## src/rtl/div_ctrl.sv

```systemverilog
// Sequencer for the shared iterative divider used by DIV/DIVU in EX, one restoring step per cycle.
// Latency: start to ready is DATA_W+1 cycles, or 2 cycles when dividing by zero.
// Backpressure: stallreq_for_div holds IF..EX while busy; start is held until the ready pulse.
module div_ctrl #(
    parameter int DATA_W = 32
) (
    input  logic                  clk,
    input  logic                  rst,
    input  logic                  start,
    input  logic                  signed_div,
    input  logic [DATA_W-1:0]     opdata1,
    input  logic [DATA_W-1:0]     opdata2,
    input  logic                  annul,
    output logic                  stallreq_for_div,
    output logic                  ready,
    output logic [2*DATA_W-1:0]   result
);

    typedef enum logic [1:0] {
        S_IDLE,
        S_DIVZERO,
        S_ON,
        S_END
    } state_t;

    localparam logic [5:0] LAST_STEP = 6'(DATA_W - 1);

    state_t               state;
    state_t               state_nxt;
    logic [5:0]           cnt;
    logic [2*DATA_W:0]    dr;
    logic [DATA_W-1:0]    divisor;
    logic [DATA_W-1:0]    dividend_raw;
    logic                 q_neg;
    logic                 r_neg;

    logic                 accept;
    logic                 op1_neg;
    logic                 op2_neg;
    logic [DATA_W-1:0]    abs1;
    logic [DATA_W-1:0]    abs2;
    logic [2*DATA_W:0]    shifted;
    logic [DATA_W:0]      trial;
    logic [2*DATA_W:0]    step;
    logic [DATA_W-1:0]    q_mag;
    logic [DATA_W-1:0]    r_mag;
    logic [DATA_W-1:0]    q_fin;
    logic [DATA_W-1:0]    r_fin;
    logic                 load_end;

    assign accept  = start & ~annul;
    assign op1_neg = signed_div & opdata1[DATA_W-1];
    assign op2_neg = signed_div & opdata2[DATA_W-1];
    assign abs1    = op1_neg ? -opdata1 : opdata1;
    assign abs2    = op2_neg ? -opdata2 : opdata2;

    // Register layout is {partial remainder, dividend bits not yet consumed / quotient bits}.
    assign shifted = dr << 1;
    assign trial   = shifted[2*DATA_W:DATA_W] - {1'b0, divisor};
    assign step    = trial[DATA_W] ? {shifted[2*DATA_W:1], 1'b0}
                                   : {trial, shifted[DATA_W-1:1], 1'b1};

    assign q_mag   = step[DATA_W-1:0];
    assign r_mag   = step[2*DATA_W-1:DATA_W];
    assign q_fin   = q_neg ? -q_mag : q_mag;
    assign r_fin   = r_neg ? -r_mag : r_mag;

    always_ff @(posedge clk) begin
        if (rst) begin
            state <= S_IDLE;
        end else begin
            state <= state_nxt;
        end
    end

    always_comb begin
        state_nxt        = state;
        stallreq_for_div = 1'b0;
        case (state)
            S_IDLE: begin
                if (accept) begin
                    stallreq_for_div = 1'b1;
                    state_nxt        = (opdata2 == '0) ? S_DIVZERO : S_ON;
                end
            end
            S_DIVZERO: begin
                stallreq_for_div = 1'b1;
                state_nxt        = annul ? S_IDLE : S_END;
            end
            S_ON: begin
                stallreq_for_div = 1'b1;
                if (annul) begin
                    state_nxt = S_IDLE;
                end else if (cnt == LAST_STEP) begin
                    state_nxt = S_END;
                end
            end
            S_END: begin
                state_nxt = S_IDLE;
            end
            default: begin
                state_nxt = S_IDLE;
            end
        endcase
    end

    // ready and result are loaded on the edge into END, so both are valid during the END cycle.
    assign load_end = (state_nxt == S_END);

    always_ff @(posedge clk) begin
        if (rst) begin
            cnt          <= '0;
            dr           <= '0;
            divisor      <= '0;
            dividend_raw <= '0;
            q_neg        <= 1'b0;
            r_neg        <= 1'b0;
            ready        <= 1'b0;
            result       <= '0;
        end else begin
            ready <= load_end;
            case (state)
                S_IDLE: begin
                    if (accept) begin
                        dr           <= {{(DATA_W+1){1'b0}}, abs1};
                        divisor      <= abs2;
                        dividend_raw <= opdata1;
                        q_neg        <= op1_neg ^ op2_neg;
                        r_neg        <= op1_neg;
                        cnt          <= '0;
                    end
                end
                S_ON: begin
                    dr  <= step;
                    cnt <= cnt + 6'd1;
                end
                default: begin
                    cnt <= '0;
                end
            endcase
            if (load_end) begin
                // Divide-by-zero returns the dividend untouched, without sign correction.
                if (state == S_DIVZERO) begin
                    result <= {dividend_raw, {DATA_W{1'b1}}};
                end else begin
                    result <= {r_fin, q_fin};
                end
            end
        end
    end

endmodule

```

## config.mk

```make
export PLATFORM = sky130hd
export DESIGN_NAME = div_ctrl
export DESIGN_NICKNAME = d
export VERILOG_FILES = /design/src/rtl/div_ctrl.sv
export SDC_FILE = /design/constraint.sdc
export NUM_CORES = 1
export LEC_CHECK = 0
export CORE_MARGIN = 2
export CORE_UTILIZATION = 45
export CTS_CLUSTER_SIZE = 20
export DETAILED_ROUTE_END_ITERATION = 16
export DONT_BUFFER_PORTS = 1
export SETUP_SLACK_MARGIN = 0.05
export SYNTH_ARGS = -nofsm -noshare
export SYNTH_HDL_FRONTEND = slang
export SYNTH_SLANG_ARGS = --single-unit
```

## constraint.sdc

```tcl
create_clock -name clk -period 7.1 [get_ports clk]
set_input_delay 1.065 -clock clk [delete_from_list [all_inputs] [get_ports clk]]
set_output_delay 1.065 -clock clk [all_outputs]
set_load 0.05 [all_outputs]
```

* Word-level counts from Yosys, hierarchy flattened
Index checks and enable logic that the tools add are counted.
Storage, ports and cells: output and inout bits 66, flip-flop bits (word level) 203, word-level logic and storage cells 50
Operators by class: eq/ne operators 6, multiplexer cells 18, bitwise logic cells 5, reduce and logical (&&, ||, !) cells 6, $add $sub $neg 6
Operators with widths (number):
- two-way mux 64 bit | 3
- two-way mux 32 bit | 4
- negator 32 bit | 4
- case mux 64 bit (2 select lines) | 1
- subtractor 33 x 32 -> 33 bit | 1
- zero test 32 bit | 1
- case mux 6 bit (2 select lines) | 1
- two-way mux 2 bit | 5
- case mux 2 bit (4 select lines) | 1
- adder 6 x 1 -> 6 bit (second input constant) | 1
- equality test 2 bit (second input constant) | 3
- equality test 6 x 5 -> 1 bit (second input constant) | 1
- two-way mux 6 bit | 1
- AND reduction 2 bit | 2
- AND 1 bit | 3
- equality test 2 x 1 -> 1 bit (second input constant) | 1
- zero test 2 bit | 1
- inequality test 2 bit (second input constant) | 1
- case mux 1 bit (2 select lines) | 1
- nonzero test 2 bit | 1
- OR reduction 2 bit | 1
- two-way mux 1 bit | 1
- NOT 1 bit | 1
- bitwise XOR 1 bit | 1

* Depth between registers and ports, before layout
Gate-level depths: netlist of the first run.
word-level depth 5, depth in mapped cells 26, gate-level depth less buffers 23

* Worst setup path after synthesis of the first run
No wires, ideal clock.
kind register to register, start register dr[31], end register result[60], path slack 1.636 ns, setup time 0.087 ns, stages on the path, launching flop included 27, arrival 5.377 ns, cells stage by stage dfxtp_1 inv_1 ha_1 inv_1 fa_1 a211oi_4 o21a_2 a2111o_1 a21boi_2 a41o_2 nor2_2 buf_6 buf_2 clkbuf_1 nand2_1 o21ai_0 ha_1 nand3b_1 or4_1 or3_1 nor4_1 o21ai_0 o31ai_4 nand2_2 o41ai_4 xnor2_1 a221oi_2
On the way: longest elaborated chain between the ends 5
Ends and longest elaborated chain:
- from (decl) | line 31 | logic [2*DATA_W:0] dr;
- from (signal assigned) | line 125 | dr <= {{(DATA_W+1){1'b0}}, abs1};
- from (signal assigned) | line 134 | dr <= step;
- subtractor 33 x 32 -> 33 bit | line 59 | assign trial = shifted[2*DATA_W:DATA_W] - {1'b0, divisor};
- two-way mux 64 bit (*) | line 60 | assign step = trial[DATA_W] ? {shifted[2*DATA_W:1], 1'b0}
- negator 32 bit | line 66 | assign r_fin = r_neg ? -r_mag : r_mag;
- two-way mux 32 bit (*) | line 66
- two-way mux 64 bit (*) | line 143 | if (state == S_DIVZERO) begin
- to (signal assigned) | line 144 | result <= {dividend_raw, {DATA_W{1'b1}}};
- to (signal assigned) | line 146 | result <= {r_fin, q_fin};
- to (decl) | line 16 | output logic [2*DATA_W-1:0] result
Mark *: on every way between the ends. The rest lies on a longest branch, timed or not. A chain may end at the register's enable or synchronous reset.

* Final worst setup path of the first run
Same ends and word-level chain as after synthesis.

==> results of run 1 <==
==> tightest hold or removal path, stage by stage, from the launching register on <==
cell and delay [ns]:
dfxtp_1 0.31, nand2_1 0.05, a21oi_1 0.05
==> synthesized netlist by cell type (19+ instances only) <==
| master | count | area, sq um |
|---|---|---|
| xor2_1 | 62 | 543.0 |
| or4_1 | 19 | 142.6 |
| and2_1 | 21 | 131.4 |
| a22oi_1 | 20 | 150.1 |
| dfxtp_1 | 203 | 4064 |
| inv_1 | 58 | 217.7 |
| clkbuf_1 | 103 | 386.6 |
| mux2i_1 | 19 | 190.2 |
| o31ai_1 | 25 | 187.7 |
| nor2_1 | 191 | 716.9 |
| nor3_1 | 42 | 210.2 |
| xnor2_1 | 66 | 578.1 |
| nand2_1 | 277 | 1040 |
| a31oi_1 | 20 | 125.1 |
| ha_1 | 41 | 513.0 |
| nand3_1 | 31 | 155.2 |
| nor4_1 | 24 | 150.1 |
| o21ai_0 | 119 | 595.6 |
| a311oi_1 | 20 | 175.2 |
| a21oi_1 | 186 | 930.9 |
| a211oi_1 | 43 | 322.8 |
==> kinds of logic after synthesis <==
logic type	count (synthesis)
fa+ha+maj	42
flops	203
compound gates	558
xor+xnor	128
simple gates	689
mux	27
buf+inv	182
==> final cells by class <==
type                            instances  area [sq um]
Inverter                               59         221.5
Tap cell                              390         488.0
Multi-Input combinational cell       1444          8738
Timing Repair Buffer                   15         112.6
Clock buffer                           35         703.2
Sequential cell                       203          4064
Clock inverter                          9         127.6
Fill cell                            3063         15100
==> metal layers <==
layer | up-vias | wire length (um)
li1 | 6394 | -
met1 | 6279 | 21500
met2 | 511 | 19030
met3 | 65 | 3788
met4 | 0 | 947
met5 | - | 0
==> metrics by stage <==
stage,util,cells,setup WS [ns],instance area [sq um]
floorplan,-,1829,1.636,13490
global placement,0.4609,2111,1.772,13620
detailed placement,0.4609,2111,1.598,13620
CTS,0.4890,2155,1.573,14460
global route,0.4890,2155,1.135,14460
finish,0.4890,2155,1.519,14460
==> sequential cells by signal (all words and copies together), names as in the netlist <==
register,flops
dr,64
q_neg,1
r_neg,1
result,64
dividend_raw,32
cnt,6
state,2
divisor,32
ready,1
==> power breakdown <==
part / total, mW / leakage (nW) / switching [mW] / internal, mW
Sequential: 1.22 / 1.65 / 0.0391 / 1.18
Clock: 1.31 / 0.398 / 0.510 / 0.796
Combinational: 0.558 / 3.13 / 0.366 / 0.193
Total: 3.08 / 5.17 / 0.915 / 2.16
==> worst min path at each step <==
stage,startpoint,endpoint,depth (start not counted)
after floorplan,dividend_raw[16]$_SDFFE_PP0P_,dividend_raw[16]$_SDFFE_PP0P_,2
after global placement,dividend_raw[24]$_SDFFE_PP0P_,dividend_raw[24]$_SDFFE_PP0P_,2
after detailed placement,dividend_raw[9]$_SDFFE_PP0P_,dividend_raw[9]$_SDFFE_PP0P_,2
after CTS,dividend_raw[9]$_SDFFE_PP0P_,dividend_raw[9]$_SDFFE_PP0P_,2
after global routing,dividend_raw[24]$_SDFFE_PP0P_,dividend_raw[24]$_SDFFE_PP0P_,2
final,dividend_raw[23]$_SDFFE_PP0P_,dividend_raw[23]$_SDFFE_PP0P_,2
==> placed cells by master, fill, tap and decap left out, drive strengths merged, types with 31 or more instances in the layout <==
cell	n
o21ai	125
nor3	42
a21oi	189
a211oi	44
clkbuf	35
xnor2	66
nor2	192
inv	58
ha	41
nand2	278
dfxtp	203
xor2	62
nand3	31
==> results.tsv, run 1 <==
stage	metric	value	unit
status	outcome	completed	
global_routing	M1 GR Usage	0.4279	
logic_synthesis	Netlist cell types	88	
detailed_routing	Final ANT Viol Nets	0	
sta	period utilization	0.7861	
worst_setup_path	Critical Path End Type	flop	
worst_setup_path	reg2reg end	result[60]$_SDFFE_PP0P_	
logic_synthesis	post-synthesis compound-gate area fraction	0.2703	
detailed_routing	First-pass DRT Iterations	5	
detailed_routing	routed wire length	45270	um
global_routing	first-pass GRT wire length	70450	um
worst_setup_path	sum of buffers and inverters on the critical path	2	
worst_setup_path	slowest stage delay, CP	0.48	ns
clock_network	post-CTS setup buffer count	0	
global_routing	total grt overflow	0	
worst_setup_path	CP delay by family, top	compound AO/OA/AOI/OAI gates	
worst_hold_path	Worst Hold Class	reg -> reg	
power	Power Dens Cells	213.0	mW/mm^2
worst_setup_path	startpoint types	flop	
floorplanning	initial core utilization	0.4565	
place	routability cong.	0.9502	
logic_synthesis	Syn Inst Count	1829	
logic_synthesis	mux contribution to synthesized area	0.02077	
logic_synthesis	fraction of the mapped netlist area in adder cells	0.03950	
place	DPL Wire Length	33480	um
logic_synthesis	sequential element share of the synthesized area	0.3012	
worst_setup_path	r2r setup slk	1.52	ns
worst_setup_path	critical path class	reg -> reg	
global_routing	overall routing resource usage	0.2840	
sta	Final Hold Slack	0.4535	ns
logic_synthesis	largest family of logic cells by synthesized area	compound AO/OA/AOI/OAI gates	
worst_setup_path	Required @ worst endpoint	7.53	ns
clock_network	H-tree lvl count	1	
worst_setup_path	Worst EP arrival	6.02	ns
place	Port Buf Inserts	0	
logic_synthesis	number of synthesized flops with an enable pin	0	
sta	Pins Over Slew Limit	0	
finish	Post-layout nets	1859	
worst_setup_path	depth of the most critical reg-to-reg path	22	
floorplanning	Core Box Area	0.02956	sq mm
finish	Area Growth Syn to Fin	7.131	%
logic_synthesis	Synth Area in Simple Gates	0.2318	
detailed_routing	initial DRC count	1314	
power	Max VDD drop	0.1724	mV
floorplanning	Ports	135	
global_routing	GRT busiest layer	met1	
worst_setup_path	CP Launch Point	dr[31]$_SDFFE_PP0P_	
clock_network	clock tree buffer depth	3	
floorplanning	Die Span X	177.2	um
sta	Final setup viols	0	
sta	setup repair after global routing missed its margin	false	
sta	fin crit period	5.581	ns
logic_synthesis	post-synthesis cell area	0.01349	sq mm
logic_synthesis	Post-synth ARST share	0	
sta	Final Hold Vio Count	0	
clock_network	clk_lat worst skew	0.52	ns
finish	layout cell share with drive strength beyond 1	0.05722	
global_routing	vias in the first global route	12276	
worst_setup_path	r2r startpoint	dr[31]$_SDFFE_PP0P_	
logic_synthesis	Synth Flop Type	dfxtp_1	
clock_network	CTS root buf	clkbuf_16	
worst_setup_path	Critical Path Stages	22	
logic_synthesis	Syn Nets	1940	
clock_network	CTS clk-pin slew, worst paths	0.06	ns
clock_network	clock sink total	203	
logic_synthesis	XOR/XNOR share of the synthesized area	0.08309	
clock_network	TritonCTS clock tree	done	
clock_network	Post-CTS Resized	0	
floorplanning	full die area	0.03139	sq mm
worst_setup_path	CP endpoint	result[60]$_SDFFE_PP0P_	
floorplanning	die height	177.2	um
detailed_routing	drc violations	0	
finish	diode count	0	
sta	worst slew pin tran	1.053	ns
global_routing	antenna violations before repair	0	
power	total power	3.079	mW
logic_synthesis	Yosys warnings	0	
clock_network	hold buffer count at cts	0	
worst_setup_path	slowest cell on the critical path	fa_1	
detailed_routing	vias per cell	6.148	
sta	Max-slew headroom	0.2970	
flow_run	MaxCap Viol Count	0	
logic_synthesis	#FFs+latches synth	203	
sta	f_max	179.2	MHz
power	Leak	5.173	nW
logic_synthesis	Syn Area/Cell	7.377	sq um
global_routing	largest net degree at the start of global routing	166	
worst_setup_path	crit path cell chain	inv_1 > ha_1 > inv_1 > fa_1 > a211oi_4 > o21a_2 > a2111o_1 > a21oi_2 > o21bai_2 > nor2_4 > o21ai_0 > ha_1 > nand3b_1 > or4_1 > or3_1 > nor4_1 > o21ai_0 > o31ai_4 > nand2_2 > o41ai_4 > xnor2_1 > a221oi_2	
global_routing	grt met2 use	0.4197	
sta	Sum Neg Setup Slack	0	ns
sta	Clock Skew	0.01474	ns
global_routing	M3 GR Usage	0.04661	
detailed_routing	via count	13249	
floorplanning	num rows	63	
clock_network	Inserted Clock Buffers	25	
detailed_routing	WL/cell	21.01	um
worst_setup_path	critical path peak fanout	9	
Power figures use the tool's default switching activity.
==> run 2, diff against run 1 <==
Clock period 7.1 ns to 4.62 ns, I/O delays scaled along.
==> results.tsv, run 2 (synthesis gave the netlist of run 1 again) <==
stage	metric	value	unit	change
worst_hold_path	Hold Crit Depth	1		-1
clock_network	clock sink total	203		unchanged
sta	final worst setup slack	-0.06690	ns	-1.586 ns
sta	f_max	213.4	MHz	+19%
floorplanning	initial core utilization	0.4565		unchanged
detailed_routing	drc violations	0		unchanged
global_routing	first-pass GRT wire length	71660	um	+1.7%
global_routing	vias in the first global route	12571		+2.4%
global_routing	total grt overflow	0		unchanged
clock_network	TritonCTS clock tree	done		
detailed_routing	routed wire length	45870	um	+1.3%
place	routability cong.	0.9472		-0.32%
power	Int Pwr	3.464	mW	+60%
sta	Clock Skew	0.01637	ns	+0.001629 ns
finish	fin util	0.5193		+0.03031
worst_setup_path	depth of the most critical reg-to-reg path	23		+4.5%
worst_setup_path	critical path peak fanout	4		-5
detailed_routing	WL/cell	20.39	um	-2.9%
floorplanning	num rows	63		unchanged
power	sequential share of power	0.379		-0.016
sta	setup repair after global routing missed its margin	true		
place	DPL Wire Length	34500	um	+3.1%
detailed_routing	First-pass DRT Iterations	7		+2
finish	Post-layout nets	1954		+5.1%
status	outcome	finished, violations left		
power	Max VDD drop	0.2563	mV	+49%
worst_setup_path	r2r setup slk	-0.07	ns	-1.59 ns
flow_run	MaxCap Viol Count	0		unchanged
power	combinational fraction of design power	0.199		+0.018
detailed_routing	initial DRC count	1484		+13%
global_routing	antenna violations before repair	0		unchanged
place	Port Buf Inserts	0		unchanged
clock_network	clk_lat worst skew	0.52	ns	about the same
sta	fin crit period	4.687	ns	-0.8945 ns
detailed_routing	vias per cell	6.071		-1.3%
finish	most frequent cells in the layout	275 x nand2_1, 201 x dfxtp_1, 190 x nor2_1		
sta	period utilization	1.014		+0.2284
floorplanning	Ports	135		unchanged
floorplanning	Core Box Area	0.02956	sq mm	unchanged
finish	Area Growth Syn to Fin	13.77	%	
power	Switching Power	1.441	mW	+58%
sta	Final Hold Vio Count	0		unchanged
status	failing checks	setup timing		
power	Power Dens Cells	319.5	mW/mm^2	+50%
finish	diode count	0		unchanged
detailed_routing	via count	13654		+3.1%
worst_setup_path	startpoint types	flop		
sta	Max-slew headroom	0.2123		-0.08469
power	Sw Ratio	0.2938		-0.003273
worst_setup_path	Required @ worst endpoint	5.06	ns	-2.47 ns
clock_network	Inserted Clock Buffers	25		unchanged
clock_network	CTS root buf	clkbuf_16		
worst_hold_path	Worst Hold Class	in -> reg		
detailed_routing	Final ANT Viol Nets	0		unchanged
clock_network	clock tree buffer depth	3		unchanged
global_routing	overall routing resource usage	0.2896		+0.005621
finish	Top Registers	dr x64, result x64		
finish	layout cell share with drive strength beyond 1	0.1194		+0.06220
power	clock power share	0.422		-0.002
clock_network	CTS clk-pin slew, worst paths	0.06	ns	about the same
floorplanning	full die area	0.03139	sq mm	unchanged
sta	worst slew pin tran	1.180	ns	+0.1269 ns
finish	commonest non-fill, non-tap cell in the layout	nand2_1		
floorplanning	die height	177.2	um	unchanged
worst_setup_path	Critical Path End Type	flop		
place	Placement Setup Slack	-0.1716	ns	-1.769 ns
power	Leak	5.687	nW	+10%
sta	Final setup viols	2		+2
sta	Pins Over Slew Limit	0		unchanged
clock_network	H-tree lvl count	1		unchanged
worst_setup_path	Worst EP arrival	5.12	ns	-0.90 ns
worst_setup_path	critical path class	reg -> reg		
global_routing	largest net degree at the start of global routing	166		unchanged
floorplanning	Die Span X	177.2	um	unchanged
-- run 2: cell count changes in the layout (fill, tap and decap cells not counted), sizes merged --
cell      previous run  this run
clkinvlp             3         1
inv                 58        59
clkinv               4         2
buf                 15       110
clkbuf              35        37
-- run 2: power by group through the flow --
stage / Clock [mW] / Combinational (mW) / Sequential [mW]
global route: 2.16 / 1.06 / 1.87
global placement: 0 / 0.910 / 1.89
finish: 2.07 / 0.974 / 1.86
floorplan: 0 / 0.668 / 1.88
detailed placement: 0 / 0.918 / 1.90
CTS: 2.10 / 0.938 / 1.86
-- run 2: path summary, 6_finish.rpt --
check                                     start                            end
setup / recovery            dr[31]$_SDFFE_PP0P_        result[60]$_SDFFE_PP0P_
setup reg to reg            dr[31]$_SDFFE_PP0P_        result[60]$_SDFFE_PP0P_
hold reg to reg   dividend_raw[29]$_SDFFE_PP0P_  dividend_raw[29]$_SDFFE_PP0P_
hold / removal                              rst        result[41]$_SDFFE_PP0P_
-- run 2: timing repair --
item,4_1_cts,5_1_grt
gates resized for setup,7,16
buffers inserted,4,6
pin swaps,2,17
endpoints found under the setup margin,8,23
hold buffers,0,0
-- run 2: worst max-delay path: stages, from the launching register on --
cell and delay (ns):
dfxtp_2 0.33, inv_2 0.05, ha_4 0.15, inv_2 0.06
fa_2 0.23, a211oi_4 0.07, o21a_2 0.22, a2111o_1 0.43
buf_6 0.15, a21oi_4 0.14, o21bai_4 0.09, nor2_4 0.19
mux2i_2 0.26, ha_2 0.22, nand3b_1 0.09, or4_4 0.45
or3_4 0.37, nor4_4 0.17, o21ai_2 0.12, o31ai_4 0.09
nand2_2 0.12, o41ai_4 0.25, xnor2_1 0.13, a221oi_2 0.22
-- run 2: metrics by stage --
step                 TNS, ns  hold slack, ns  instance area (sq um)  power, mW  std cells
floorplan             -1.579          0.4317                  13550      2.548       1829
detailed placement   -0.4695          0.4416                  14310      2.814       2197
CTS                 -0.08372          0.2467                  15240      4.890       2244
global placement    -0.02061          0.4366                  14310      2.803       2197
global route          -1.249          0.2381                  15350      5.089       2249
finish              -0.09444          0.2412                  15350      4.905       2249
-- run 2: routing by layer --
metal | wire length [um] | GRT usage
met5 | 0 | 0
met4 | 1200 | 0.07645
met3 | 3958 | 0.06186
met2 | 19360 | 0.4296
met1 | 21340 | 0.4214
-- run 2: area by class of cell --
| type | count | area [sq um] |
|---|---|---|
| Fill cell | 2908 | 14210 |
| Clock buffer | 37 | 750.7 |
| Tap cell | 390 | 488.0 |
| Inverter | 59 | 221.5 |
| Sequential cell | 203 | 4066 |
| Timing Repair Buffer | 110 | 833.3 |
| Multi-Input combinational cell | 1444 | 8877 |
| Clock inverter | 6 | 113.9 |
==> run 3, diff against run 2 <==
==> constraint.sdc (replaced) <==
create_clock -name clk -period 4.62 [get_ports clk]
set_input_delay 0.231 -clock clk [delete_from_list [all_inputs] [get_ports clk]]
set_output_delay 0.231 -clock clk [all_outputs]
set_load 0.05 [all_outputs]
==> results.tsv, run 3 (synthesis gave the netlist of run 1 again) <==
stage	metric	value	unit	change
clock_network	TritonCTS clock tree	done		
worst_hold_path	Hold Crit Depth	3		+2
sta	f_max	215.7	MHz	+1.1%
worst_setup_path	Required @ worst endpoint	5.08	ns	+0.02 ns
sta	setup repair after global routing missed its margin	true		
detailed_routing	top sig layer	met4		
global_routing	overall routing resource usage	0.2978		+0.008183
floorplanning	Ports	135		unchanged
finish	Non-Filler Cell Area, Final	0.01655	sq mm	+7.8%
worst_setup_path	depth of the most critical reg-to-reg path	22		-4.3%
clock_network	H-tree lvl count	1		unchanged
finish	Top Registers	dr x64, result x64		
detailed_routing	Final ANT Viol Nets	0		unchanged
worst_setup_path	slowest stage delay, CP	0.45	ns	about the same
finish	diode count	0		unchanged
worst_setup_path	slowest cell on the critical path	or4_4		
clock_network	clock tree buffer depth	3		unchanged
finish	Post-layout nets	2066		+5.7%
detailed_routing	metal3 WL	3947	um	-0.28%
finish	layout cell share with drive strength beyond 1	0.1120		-0.007407
status	outcome	finished, violations left		
power	Power Dens Cells	310.1	mW/mm^2	-2.9%
finish	Multi-input gate area	0.008851	sq mm	-0.30%
flow_run	MaxCap Viol Count	0		unchanged
sta	Final Hold Vio Count	0		unchanged
detailed_routing	WL/cell	19.99	um	-2.0%
worst_setup_path	r2r startpoint	dr[31]$_SDFFE_PP0P_		
sta	Final Hold Slack	0.01084	ns	-0.2304 ns
worst_hold_path	Worst Hold Class	in -> reg		
detailed_routing	drc violations	0		unchanged
sta	Final setup viols	1		-1
finish	most frequent cells in the layout	276 x nand2_1, 202 x dfxtp_1, 190 x nor2_1		
worst_hold_path	hold path endpoint	divisor[18]$_SDFFE_PP0P_		
global_routing	antenna violations before repair	0		unchanged
sta	Max-slew headroom	0.2262		+0.01381
detailed_routing	WL met1	21720	um	+1.7%
sta	period utilization	1.003		-0.01099
clock_network	Inserted Clock Buffers	24		-4.0%
sta	final worst setup slack	-0.01611	ns	+0.05079 ns
floorplanning	full die area	0.03139	sq mm	unchanged
global_routing	first-pass GRT wire length	73970	um	+3.2%
sta	fin crit period	4.636	ns	-0.05079 ns
place	Placement Setup Slack	-0.07666	ns	+0.09496 ns
finish	Layout fillers	2875		-1.1%
detailed_routing	routed wire length	47240	um	+3.0%
finish	commonest non-fill, non-tap cell in the layout	nand2_1		
detailed_routing	via count	14147		+3.6%
detailed_routing	initial DRC count	1479		-0.34%
worst_setup_path	critical path class	reg -> reg		
detailed_routing	vias per cell	5.987		-1.4%
place	placed instance area	0.01428	sq mm	-0.18%
worst_setup_path	startpoint types	flop		
global_routing	largest net degree at the start of global routing	91		-45%
floorplanning	num rows	63		unchanged
clock_network	CTS root buf	clkbuf_16		
floorplanning	Die Span X	177.2	um	unchanged
status	failing checks	setup timing		
worst_hold_path	worst hold start	opdata2[17]		
global_routing	total grt overflow	0		unchanged
floorplanning	Core Box Area	0.02956	sq mm	unchanged
worst_setup_path	Worst EP arrival	5.09	ns	-0.03 ns
detailed_routing	First-pass DRT Iterations	6		-1
worst_setup_path	r2r setup slk	-0.02	ns	+0.05 ns
power	Max VDD drop	0.2500	mV	-2.5%
floorplanning	die height	177.2	um	unchanged
sta	Pins Over Slew Limit	0		unchanged
global_routing	vias in the first global route	13255		+5.4%
clock_network	clock sink total	203		unchanged
clock_network	clk_lat worst skew	0.54	ns	+0.02 ns
sta	Clock Skew	0.01801	ns	+0.001636 ns
place	routability cong.	0.9269		-2.1%
sta	worst slew pin tran	1.159	ns	-0.02069 ns
power	total power	5.132	mW	+4.6%
place	DPL Wire Length	34270	um	-0.69%
finish	Area Growth Syn to Fin	22.65	%	
clock_network	CTS clk-pin slew, worst paths	0.06	ns	about the same
worst_setup_path	reg2reg end	result[60]$_SDFFE_PP0P_		
power	Leak	6.376	nW	+12%
worst_setup_path	critical path peak fanout	4		unchanged
floorplanning	initial core utilization	0.4565		unchanged
detailed_routing	WL met2	20190	um	+4.3%
worst_setup_path	crit path cell chain	inv_2 > ha_4 > inv_4 > fa_2 > a211oi_4 > o21a_2 > a2111o_1 > a21boi_2 > a41o_2 > nor2_4 > mux2i_2 > ha_2 > nand3b_1 > or4_4 > or3_4 > nor4_4 > o21ai_2 > o31ai_4 > nand2_2 > o41ai_4 > xnor2_1 > a221oi_2		
place	Port Buf Inserts	0		unchanged
worst_setup_path	Critical Path End Type	flop		
finish	FF/Latch Area	0.004065	sq mm	about the same
-- run 3: cell count changes in the layout (fill, tap and decap cells not counted), moves of 3 or more --
cell           before  now
dlygate4sd3_1       0  112
bufinv_16           3    7
clkbuf_1            4    1
clkinv_2            1    6
o21ai_1             6    9
clkbuf_8            8    5
-- run 3: layout make-up --
cell class / count / share of cell area
clock buffer: 29 / 0.03984
clock inverter: 15 / 0.01603
inverter: 59 / 0.01353
multi-input combinational: 1444 / 0.5348
sequential: 203 / 0.2456
tap: 390 / 0.02949
timing repair buffer: 223 / 0.1207
-- run 3: per-stage QoR --
step	instances	utilization	TNS (ns)
after global routing	2363	0.5599	-0.6040
after global placement	2192	0.4831	-0.03569
final	2363	0.5599	-0.01611
after CTS	2358	0.5564	0
after detailed placement	2192	0.4831	-0.1301
after floorplan	1829	-	-1.579
-- run 3: critical path: cells and delay by family, from the launching register on --
family	cells	cell delay (ns)
compound gates	9	1.64
simple gates	6	1.37
fa+ha+maj	3	0.73
flops	1	0.32
mux	1	0.26
xor+xnor	1	0.11
buf+inv	2	0.10
-- run 3: how the worst max path moves through the flow --
stage | to | from | slack, ns
floorplan | result[60]$_SDFFE_PP0P_ | dr[31]$_SDFFE_PP0P_ | -0.36
global placement | result[60]$_SDFFE_PP0P_ | dr[31]$_SDFFE_PP0P_ | -0.04
detailed placement | result[60]$_SDFFE_PP0P_ | dr[31]$_SDFFE_PP0P_ | -0.08
CTS | result[60]$_SDFFE_PP0P_ | dr[31]$_SDFFE_PP0P_ | 0.01
global route | result[60]$_SDFFE_PP0P_ | dr[31]$_SDFFE_PP0P_ | -0.19
finish | result[60]$_SDFFE_PP0P_ | dr[31]$_SDFFE_PP0P_ | -0.02
-- run 3: timing repair --
item	4_1_cts	5_1_grt
buffers inserted	9	7
endpoints found under the setup margin	4	22
pin swaps	5	11
hold endpoints to repair	164	0
resized for setup	5	15
gates cloned	0	0
hold buffers	113	0
-- run 3: metal layers --
| metal | track usage | vias up |
|---|---|---|
| met1 | 0.4275 | 6704 |
| li1 | - | 6806 |
| met5 | 0 | - |
| met3 | 0.05391 | 84 |
| met2 | 0.4523 | 553 |
| met4 | 0.08678 | 0 |
-- run 3: report_power, final --
group / internal [mW] / switching, mW
clock network: 1.41 / 0.808
logic: 0.426 / 0.631
registers: 1.81 / 0.0519
total: 3.64 / 1.49
